**config.mk**
```make
export PLATFORM = sky130hd
export DESIGN_NAME = id_ex_pipe_flat
export DESIGN_NICKNAME = d
export VERILOG_FILES = /design/src/rtl/id_ex_pipe_if.sv /design/src/rtl/id_ex_pipe.sv /design/src/flat_wrapper.sv
export SDC_FILE = /design/constraint.sdc
export NUM_CORES = 1
export LEC_CHECK = 0
export BUFFER_PORTS_ARGS = -buffer_cell sky130_fd_sc_hd__buf_2
export CORE_MARGIN = 2
export CORE_UTILIZATION = 48
export CTS_BUF_LIST = sky130_fd_sc_hd__clkbuf_16
export DETAILED_ROUTE_END_ITERATION = 7
export GPL_TIMING_DRIVEN = 0
export PLACE_DENSITY = 0.81
export SYNTH_ARGS = -nofsm -noshare
export SYNTH_HDL_FRONTEND = slang
export SYNTH_SLANG_ARGS = --single-unit
export TNS_END_PERCENT = 50
```
**constraint.sdc**
```tcl
create_clock -name clk -period 5.39 [get_ports clk]
set_input_delay 1.3475 -clock clk [delete_from_list [all_inputs] [get_ports clk]]
set_output_delay 1.3475 -clock clk [all_outputs]
set_load 0.005 [all_outputs]
```
**src/rtl/id_ex_pipe_if.sv**
```systemverilog
// ID/EX pipeline interface: ID-side instruction fields in, EX-side registered
// fields out, plus downstream stall, branch flush and the IF/ID hold request.
// Optional build macro: STALL_CNT_EN adds the stall_count signal and the
// CNT_W parameter that sizes it.
//
// Handshake semantics: ex_valid qualifies the EX slot (a zero means bubble);
// id_valid qualifies the ID slot. hold_if_id is the only back-pressure toward
// IF/ID: while it is high, the ID slot must present the same instruction on
// the next cycle because it has not been accepted into EX. stall_in is
// back-pressure from EX/MEM and freezes the EX slot; flush kills whatever
// would enter EX and overrides both stall_in and the load-use hazard.
interface id_ex_pipe_if #(
  parameter int CTRL_W = 8
`ifdef STALL_CNT_EN
  , parameter int CNT_W = 16
`endif
);

  // Pipeline control
  logic              stall_in;
  logic              flush;
  logic              hold_if_id;

  // ID-side instruction fields
  logic              id_valid;
  logic [31:0]       id_S;
  logic [31:0]       id_T;
  logic [31:0]       id_imm;
  logic [4:0]        id_rs;
  logic [4:0]        id_rt;
  logic [4:0]        id_wa;
  logic              id_use_rs;
  logic              id_use_rt;
  logic              id_mem_read;
  logic              id_reg_write;
  logic [CTRL_W-1:0] id_ctrl;

  // EX-side registered fields
  logic              ex_valid;
  logic [31:0]       ex_S;
  logic [31:0]       ex_T;
  logic [31:0]       ex_imm;
  logic [4:0]        ex_rs;
  logic [4:0]        ex_rt;
  logic [4:0]        ex_wa;
  logic              ex_mem_read;
  logic              ex_reg_write;
  logic [CTRL_W-1:0] ex_ctrl;

`ifdef STALL_CNT_EN
  logic [CNT_W-1:0]  stall_count;
`endif

  // Upstream/environment side: drives ID fields and pipeline control
  modport master (
    output stall_in, flush,
    output id_valid, id_S, id_T, id_imm, id_rs, id_rt, id_wa,
    output id_use_rs, id_use_rt, id_mem_read, id_reg_write, id_ctrl,
    input  ex_valid, ex_S, ex_T, ex_imm, ex_rs, ex_rt, ex_wa,
    input  ex_mem_read, ex_reg_write, ex_ctrl,
    input  hold_if_id
`ifdef STALL_CNT_EN
    , input stall_count
`endif
  );

  // Pipeline register side
  modport slave (
    input  stall_in, flush,
    input  id_valid, id_S, id_T, id_imm, id_rs, id_rt, id_wa,
    input  id_use_rs, id_use_rt, id_mem_read, id_reg_write, id_ctrl,
    output ex_valid, ex_S, ex_T, ex_imm, ex_rs, ex_rt, ex_wa,
    output ex_mem_read, ex_reg_write, ex_ctrl,
    output hold_if_id
`ifdef STALL_CNT_EN
    , output stall_count
`endif
  );

endinterface

```
**src/rtl/id_ex_pipe.sv**
```systemverilog
// ID/EX pipeline register with load-use hazard detection.
// Captures register-file operands, immediate, addresses and decode controls
// and presents them to EX one cycle later. A load in EX whose destination is
// read by the instruction in ID causes a single bubble and holds IF/ID.
// Per-edge priority: rst > flush > stall_in > hazard bubble > load.
// Optional build macro: STALL_CNT_EN adds a saturating count of cycles in
// which hold_if_id was asserted.
module id_ex_pipe #(
  parameter int CTRL_W = 8
`ifdef STALL_CNT_EN
  , parameter int CNT_W = 16
`endif
) (
  input  logic       clk,
  input  logic       rst,
  id_ex_pipe_if.slave bus
);

  // Contents of the EX slot. Control fields (valid, mem_read, reg_write, wa,
  // ctrl) are the ones that must be zero for a bubble to be harmless.
  typedef struct packed {
    logic              valid;
    logic [31:0]       s;
    logic [31:0]       t;
    logic [31:0]       imm;
    logic [4:0]        rs;
    logic [4:0]        rt;
    logic [4:0]        wa;
    logic              mem_read;
    logic              reg_write;
    logic [CTRL_W-1:0] ctrl;
  } ex_slot_t;

  ex_slot_t ex_q;
  ex_slot_t ex_d;
  ex_slot_t id_slot;

  logic haz;
  logic hold;
  logic rs_match;
  logic rt_match;

  // Load-use hazard: a valid writing load in EX targets a register the ID
  // instruction actually reads. Register $0 is hardwired and never conflicts.
  always_comb begin
    rs_match = bus.id_use_rs & (ex_q.wa == bus.id_rs);
    rt_match = bus.id_use_rt & (ex_q.wa == bus.id_rt);
    haz      = bus.id_valid & ex_q.valid & ex_q.mem_read & ex_q.reg_write &
               (ex_q.wa != 5'd0) & (rs_match | rt_match);
    hold     = ~rst & ~bus.flush & (bus.stall_in | haz);
  end

  // Build the slot that would be loaded from ID; an invalid ID slot carries
  // zeroed controls so it can never write or trigger a hazard downstream.
  always_comb begin
    id_slot.valid     = bus.id_valid;
    id_slot.s         = bus.id_S;
    id_slot.t         = bus.id_T;
    id_slot.imm       = bus.id_imm;
    id_slot.rs        = bus.id_rs;
    id_slot.rt        = bus.id_rt;
    id_slot.wa        = bus.id_valid ? bus.id_wa : 5'd0;
    id_slot.mem_read  = bus.id_valid & bus.id_mem_read;
    id_slot.reg_write = bus.id_valid & bus.id_reg_write;
    id_slot.ctrl      = bus.id_valid ? bus.id_ctrl : '0;
  end

  // Next EX slot: flush and hazard both insert an all-zero bubble, stall
  // freezes, otherwise ID advances. Reset is applied in the register process.
  always_comb begin
    ex_d = ex_q;
    if (bus.flush) begin
      ex_d = '0;
    end else if (bus.stall_in) begin
      ex_d = ex_q;
    end else if (haz) begin
      ex_d = '0;
    end else begin
      ex_d = id_slot;
    end
  end

  // EX slot register
  always_ff @(posedge clk) begin
    if (rst) begin
      ex_q <= '0;
    end else begin
      ex_q <= ex_d;
    end
  end

  assign bus.hold_if_id   = hold;
  assign bus.ex_valid     = ex_q.valid;
  assign bus.ex_S         = ex_q.s;
  assign bus.ex_T         = ex_q.t;
  assign bus.ex_imm       = ex_q.imm;
  assign bus.ex_rs        = ex_q.rs;
  assign bus.ex_rt        = ex_q.rt;
  assign bus.ex_wa        = ex_q.wa;
  assign bus.ex_mem_read  = ex_q.mem_read;
  assign bus.ex_reg_write = ex_q.reg_write;
  assign bus.ex_ctrl      = ex_q.ctrl;

`ifdef STALL_CNT_EN
  logic [CNT_W-1:0] stall_cnt_q;
  logic [CNT_W-1:0] stall_cnt_d;

  // Saturating count of held cycles; sticks at all-ones instead of wrapping
  always_comb begin
    stall_cnt_d = stall_cnt_q;
    if (hold && (stall_cnt_q != {CNT_W{1'b1}})) begin
      stall_cnt_d = stall_cnt_q + 1'b1;
    end
  end

  // Stall counter register
  always_ff @(posedge clk) begin
    if (rst) begin
      stall_cnt_q <= '0;
    end else begin
      stall_cnt_q <= stall_cnt_d;
    end
  end

  assign bus.stall_count = stall_cnt_q;
`endif

endmodule

```
**src/flat_wrapper.sv**
```systemverilog
// flat-port wrapper written by rule: the top's interface ports become plain ports
module id_ex_pipe_flat 
#(
  parameter int CTRL_W = 8

)
  (clk, rst, bus_stall_in, bus_flush, bus_id_valid, bus_id_S, bus_id_T, bus_id_imm, bus_id_rs, bus_id_rt, bus_id_wa, bus_id_use_rs, bus_id_use_rt, bus_id_mem_read, bus_id_reg_write, bus_id_ctrl, bus_ex_valid, bus_ex_S, bus_ex_T, bus_ex_imm, bus_ex_rs, bus_ex_rt, bus_ex_wa, bus_ex_mem_read, bus_ex_reg_write, bus_ex_ctrl, bus_hold_if_id);
  id_ex_pipe_if #(.CTRL_W(CTRL_W)) bus_i ();
  input  logic clk;
  input  logic rst;
  input wire logic [$bits(bus_i.stall_in)-1:0] bus_stall_in;
  input wire logic [$bits(bus_i.flush)-1:0] bus_flush;
  input wire logic [$bits(bus_i.id_valid)-1:0] bus_id_valid;
  input wire logic [$bits(bus_i.id_S)-1:0] bus_id_S;
  input wire logic [$bits(bus_i.id_T)-1:0] bus_id_T;
  input wire logic [$bits(bus_i.id_imm)-1:0] bus_id_imm;
  input wire logic [$bits(bus_i.id_rs)-1:0] bus_id_rs;
  input wire logic [$bits(bus_i.id_rt)-1:0] bus_id_rt;
  input wire logic [$bits(bus_i.id_wa)-1:0] bus_id_wa;
  input wire logic [$bits(bus_i.id_use_rs)-1:0] bus_id_use_rs;
  input wire logic [$bits(bus_i.id_use_rt)-1:0] bus_id_use_rt;
  input wire logic [$bits(bus_i.id_mem_read)-1:0] bus_id_mem_read;
  input wire logic [$bits(bus_i.id_reg_write)-1:0] bus_id_reg_write;
  input wire logic [$bits(bus_i.id_ctrl)-1:0] bus_id_ctrl;
  output wire logic [$bits(bus_i.ex_valid)-1:0] bus_ex_valid;
  output wire logic [$bits(bus_i.ex_S)-1:0] bus_ex_S;
  output wire logic [$bits(bus_i.ex_T)-1:0] bus_ex_T;
  output wire logic [$bits(bus_i.ex_imm)-1:0] bus_ex_imm;
  output wire logic [$bits(bus_i.ex_rs)-1:0] bus_ex_rs;
  output wire logic [$bits(bus_i.ex_rt)-1:0] bus_ex_rt;
  output wire logic [$bits(bus_i.ex_wa)-1:0] bus_ex_wa;
  output wire logic [$bits(bus_i.ex_mem_read)-1:0] bus_ex_mem_read;
  output wire logic [$bits(bus_i.ex_reg_write)-1:0] bus_ex_reg_write;
  output wire logic [$bits(bus_i.ex_ctrl)-1:0] bus_ex_ctrl;
  output wire logic [$bits(bus_i.hold_if_id)-1:0] bus_hold_if_id;
  assign bus_i.stall_in = bus_stall_in;
  assign bus_i.flush = bus_flush;
  assign bus_i.id_valid = bus_id_valid;
  assign bus_i.id_S = bus_id_S;
  assign bus_i.id_T = bus_id_T;
  assign bus_i.id_imm = bus_id_imm;
  assign bus_i.id_rs = bus_id_rs;
  assign bus_i.id_rt = bus_id_rt;
  assign bus_i.id_wa = bus_id_wa;
  assign bus_i.id_use_rs = bus_id_use_rs;
  assign bus_i.id_use_rt = bus_id_use_rt;
  assign bus_i.id_mem_read = bus_id_mem_read;
  assign bus_i.id_reg_write = bus_id_reg_write;
  assign bus_i.id_ctrl = bus_id_ctrl;
  assign bus_ex_valid = bus_i.ex_valid;
  assign bus_ex_S = bus_i.ex_S;
  assign bus_ex_T = bus_i.ex_T;
  assign bus_ex_imm = bus_i.ex_imm;
  assign bus_ex_rs = bus_i.ex_rs;
  assign bus_ex_rt = bus_i.ex_rt;
  assign bus_ex_wa = bus_i.ex_wa;
  assign bus_ex_mem_read = bus_i.ex_mem_read;
  assign bus_ex_reg_write = bus_i.ex_reg_write;
  assign bus_ex_ctrl = bus_i.ex_ctrl;
  assign bus_hold_if_id = bus_i.hold_if_id;
  id_ex_pipe #(.CTRL_W(CTRL_W)) u_core (.clk(clk), .rst(rst), .bus(bus_i));
endmodule
```
* Yosys cells after proc, flatten, opt, wreduce, memory -nomap -nowiden
Index checks and enable logic that the tools add are counted.
** Word-level totals
- Bits in latches :: 0
- Memory bits (writable) :: 0
- ROM bits :: 0
- Memories :: 0
- Register bits :: 122
** Operators by class
- Multiply operators :: 0
- Reduce and logical (&&, ||, !) cells :: 2
- $lt $le $gt $ge :: 0
- Add/sub/neg operators :: 0
- Div/mod/pow operators :: 0
- Multiplexer cells :: 3
- Shift-type cells :: 0
- Bitwise gates (word level) :: 15
- Eq/ne operators :: 2
** Operators with widths (number)
- two-way mux 122 bit :: 1
- AND 1 bit :: 11
- == test 5 bit :: 2
- two-way mux 8 bit :: 1
- two-way mux 5 bit :: 1
- nonzero test 5 bit :: 1
- inverter 1 bit :: 2
- bitwise OR 1 bit :: 2
- OR reduction 2 bit :: 1

* Logic depth before layout (Yosys ltp)
- Word-level depth :: 7
- Gate-level depth with buffers :: 6
- Mapped depth without buffers :: 4

* Least setup slack after synthesis
No wires, ideal clock.
- Kind :: input -> output
- Start :: in bus_id_rs[1]
- End :: out bus_hold_if_id
- Arrival time :: 2407 ps
- Stages :: 6
- Slack :: 1635 ps
- Cell sequence :: xnor2_1 > nand4_1 > o22ai_2 > buf_2 > clkbuf_1 > a21o_1
** Between the ends
- Cells in the longest elaborated chain, start to end :: 6
** Ends and longest elaborated chain
- start, declared :: RTL line flat_wrapper.sv:17 : input wire logic [$bits(bus_i.id_rs)-1:0] bus_id_rs;
- == test 5 bit :: RTL line id_ex_pipe.sv:46 : rs_match = bus.id_use_rs & (ex_q.wa == bus.id_rs);
- AND 1 bit :: RTL line id_ex_pipe.sv:46
- bitwise OR 1 bit :: RTL line id_ex_pipe.sv:49 : (ex_q.wa != 5'd0) & (rs_match | rt_match);
- AND 1 bit :: RTL line id_ex_pipe.sv:49
- bitwise OR 1 bit :: RTL line id_ex_pipe.sv:50 : hold = ~rst & ~bus.flush & (bus.stall_in | haz);
- AND 1 bit :: RTL line id_ex_pipe.sv:50
- end, declared :: RTL line flat_wrapper.sv:35 : output wire logic [$bits(bus_i.hold_if_id)-1:0] bus_hold_if_id;
No other way between the ends.

* Final worst setup path
Same ends and word-level chain as after synthesis.

==> summary.txt <==
Setup path
  • Worst Path Max Fanout: 10
  • Endpoint of the most critical register-to-register path: u_core.bus.ex_T[10]
  • Origin of the worst setup path: bus_id_rs[1]
  • Buf/Inv on CP: 4
  • Worst-path cell with the longest stage delay: clkbuf_1
  • Highest cell delay on the worst timing path: 340 ps
  • Most repeated library cell on the critical path: buf_2
  • Family with the most delay on the worst path: buffers and inverters
  • Reg2Reg Depth: 6
  • Crit path DAT: 3010 ps
  • Launching element type of the critical path: primary input
  • Type of element capturing the critical path: output pin
  • Launch instance of the worst register-to-register path: u_core.bus.ex_wa[1]
  • Path type of the worst setup path: in2out
  • Cell-by-cell trace of the critical path: buf_2, xnor2_1, nand4_1, o22ai_2, buf_2, clkbuf_1, a21o_1, buf_2
  • Worst setup slack for register-to-register paths: 3360 ps
  • Worst path required time: 4040 ps

STA
  • Upper clock frequency limit: 229.6 MHz
  • Relative slew slack: 48.15%
  • Post-route clock skew: 16.10 ps
  • Crit path setup slack, layout: 1034 ps
  • Fin. Hold Viols: 0
  • Post-Route Setup TNS: 0 ps
  • Count of final max-slew check failures: 0
  • Worst slack on hold paths: 468.7 ps
  • Count of final setup violators: 0
  • Final min period: 4356 ps
  • Measured slew at the worst slew-check pin: 776.1 ps
  • Setup repair after global routing missed its margin: no
  • Final cycle utilization of the critical path: 80.82%

Floorplan
  • Starting density of the core: 49.58%
  • Number of core rows: 37
  • Die footprint: 0.01155 mm²
  • Core Footprint: 0.01037 mm²
  • Horizontal die dimension: 107.5 µm
  • Boundary Pins: 251
  • Vertical extent of the die: 107.5 µm

Clock network
  • Setup repair bufs after CTS: 0
  • TritonCTS buffer count: 17
  • Number of buffers added to fix hold violations after cts: 0
  • Post_cts resized: 0
  • Post-CTS clock slew at the launch and capture registers of the worst setup and hold paths: 50 ps
  • Clock tree buffer depth: 2
  • Total clock sinks: 122
  • Root buf cell: clkbuf_16
  • Clock tree from TritonCTS: built
  • H-tree levels: 4
  • Source-to-sink clock delay at the later pin of the worst-skew pair: 420 ps

Synthesis
  • Synthesized-area fraction occupied by and/or/nand/nor cells: 12.14%
  • Main combinational cell family by area after synthesis: compound AO/OA/AOI/OAI gates
  • Yosys warning count: 0
  • Share of cell area taken by muxes after synthesis: 0%
  • Post-synthesis async set-or-reset flop share: 0%
  • Number of distinct library cell variants in the gate-level netlist after synthesis: 21
  • XOR/XNOR Fraction of Synth Area: 1.704%
  • Number of flops mapped to enable cells by yosys: 0
  • Average size of a mapped cell: 8.655 µm²
  • Gate count after technology mapping: 594
  • Primary FF master, synth: dfxtp_1
  • Part of the Yosys area used for sequential elements: 47.51%
  • Yosys reg bits: 122
  • Number of nets in the synthesized netlist: 722
  • Synthesized-area fraction occupied by ao, oa, aoi and oai cells: 32.85%
  • Cell Area, Synth: 0.005141 mm²
  • Share of synthesized cell area in full adder, half adder and majority cells: 0%

Placement
  • Number of buffer cells added on primary ports: 250
  • Placement-stage cell area: 0.006563 mm²
  • Post-placement worst setup slack: 1051 ps
  • HPWL after detailed placement: 13,240 µm
  • RD Place Congestion: 0.8856

Global routing
  • Antenna violations before repair: 0
  • Global routing usage summed across all routing layers: 30.63%
  • Via count of the first global-routing pass: 5,777
  • Maximum number of pins on one net before global-route repair: 17
  • Global-route congestion overflow total: 0
  • First-pass GRT wire length: 28,110 µm

Detailed routing
  • Remaining antenna violation count: 0
  • TritonRoute pass-1 iters: 5
  • Routed len/inst: 17.90 µm
  • DR vias: 6,054
  • Iteration-0 DRC count of the detailed router: 480
  • Total wire length: 18,080 µm
  • DRC violation count after routing: 0
  • Vias per std cell: 5.994

Pwr
  • Pleak: 3.066 nW
  • Power per cell area: 328.0 mW/mm²
  • Maximum ir drop on the vdd rail: 0.1909 mV

Finish
  • Fillers: 869
  • Diodes inserted: 0
  • Final design area excluding fillers: 0.007126 mm²
  • Share of the core filled with cells in the final layout: 68.71%
  • Synthesis-to-finish area growth: 38.60%
  • Net count, final: 991
  • Area of all sequential standard cells: 0.002442 mm²
  • Area of the multi-input gates: 0.002401 mm²
  • Proportion of layout cells with a drive suffix above 1: 33.30%

Hold path
  • Startpoint of the worst hold path: u_core.bus.ex_S[2]
  • Endpoint of the worst hold-timing path: u_core.bus.ex_S[2]
  • Instance count along the most critical hold path: 2
  • Path class of the lowest-slack min-delay path: reg2reg

Run status
  • Status: complete, no violations

Run
  • MaxCap Viol Count: 0
==> synthesized netlist by cell type (5+ instances only) <==
cell | count | area, µm²
nand3_1 | 15 | 75.07
dfxtp_1 | 122 | 2442
o21ai_1 | 22 | 110.1
a32oi_1 | 107 | 937.2
a22oi_1 | 15 | 112.6
buf_2 | 7 | 35.03
buf_1 | 5 | 18.77
o21ai_0 | 100 | 500.5
xnor2_1 | 10 | 87.58
and3_1 | 15 | 93.84
clkbuf_1 | 49 | 183.9
buf_4 | 8 | 60.06
nand2_1 | 109 | 409.1
==> per-stage QoR <==
| step | power (mW) | instances |
|---|---|---|
| detailed placement | 1.250 | 980 |
| global placement | 1.238 | 980 |
| global route | 2.410 | 1010 |
| finish | 2.337 | 1010 |
| floorplan | 1.100 | 594 |
| CTS | 2.342 | 1010 |
==> sequential cells by signal, indices dropped and copies added (netlist names) <==
register / count
u_core.bus.ex_imm: 32
u_core.bus.ex_rt: 5
u_core.bus.ex_rs: 5
u_core.bus.ex_reg_write: 1
u_core.bus.ex_ctrl: 8
u_core.bus.ex_valid: 1
u_core.bus.ex_S: 32
u_core.bus.ex_wa: 5
u_core.bus.ex_mem_read: 1
u_core.bus.ex_T: 32
==> where the power goes <==
part | internal, mW | total [mW] | switching (mW)
sequential | 0.958 | 0.991 | 0.0334
clock | 0.708 | 1.10 | 0.393
combinational | 0.111 | 0.245 | 0.133
==> per-layer routing <==
layer | part of all wire, % | routed length (µm) | GRT usage, % | up-vias
met5 | 0 | 0 | 0 | -
met4 | 3.3 | 597 | 14.19 | 0
met3 | 9.9 | 1795 | 8.414 | 51
met2 | 49 | 8774 | 52.02 | 348
met1 | 38 | 6912 | 35.76 | 2848
li1 | - | - | - | 2807
==> how the worst max path moves through the flow <==
stage | slack [ps] | cells after the start | endpoint
final | 1030 | 8 | bus_hold_if_id
after global routing | 860 | 8 | bus_hold_if_id
after CTS | 1040 | 8 | bus_hold_if_id
after detailed placement | 1050 | 8 | bus_hold_if_id
after global placement | 1050 | 8 | bus_hold_if_id
after floorplan | 1640 | 6 | bus_hold_if_id
==> layout by cell type (no fill, tap or decap), types with 8 or more instances in the layout <==
cell	Yosys	final
nand3_1	15	15
clkbuf_1	49	49
o21ai_0	100	100
clkbuf_16	0	17
nand2_1	109	109
dfxtp_1	122	122
xnor2_1	10	10
buf_2	7	257
a32oi_1	107	107
buf_4	8	8
o21ai_1	22	22
a22oi_1	15	15
and3_1	15	15
==> worst register-to-register path: cells and delay by family, from the launching register on <==
family          cells  cell delay [ps]
flops               1              460
compound gates      2              490
buf+inv             2              670
xor+xnor            1              150
simple gates        1              130
==> logic make-up (layout without fill, tap and decap cells) <==
group,Yosys count,after routing
AO/OA/AOI/OAI,247,247
AND/OR/NAND/NOR,146,146
flip-flops,122,122
buffers and inverters,69,349
XOR/XNOR,10,10
==> layout make-up <==
class,count,area share [%]
flip-flops and latches,122,34.28
multi-input cells,403,33.70
repair buffers,250,17.56
clock buffers,17,5.970
plain buffers,69,4.179
well taps,136,2.388
clock inverters,13,1.932
Note: power is estimated with default switching activity, not from simulation.
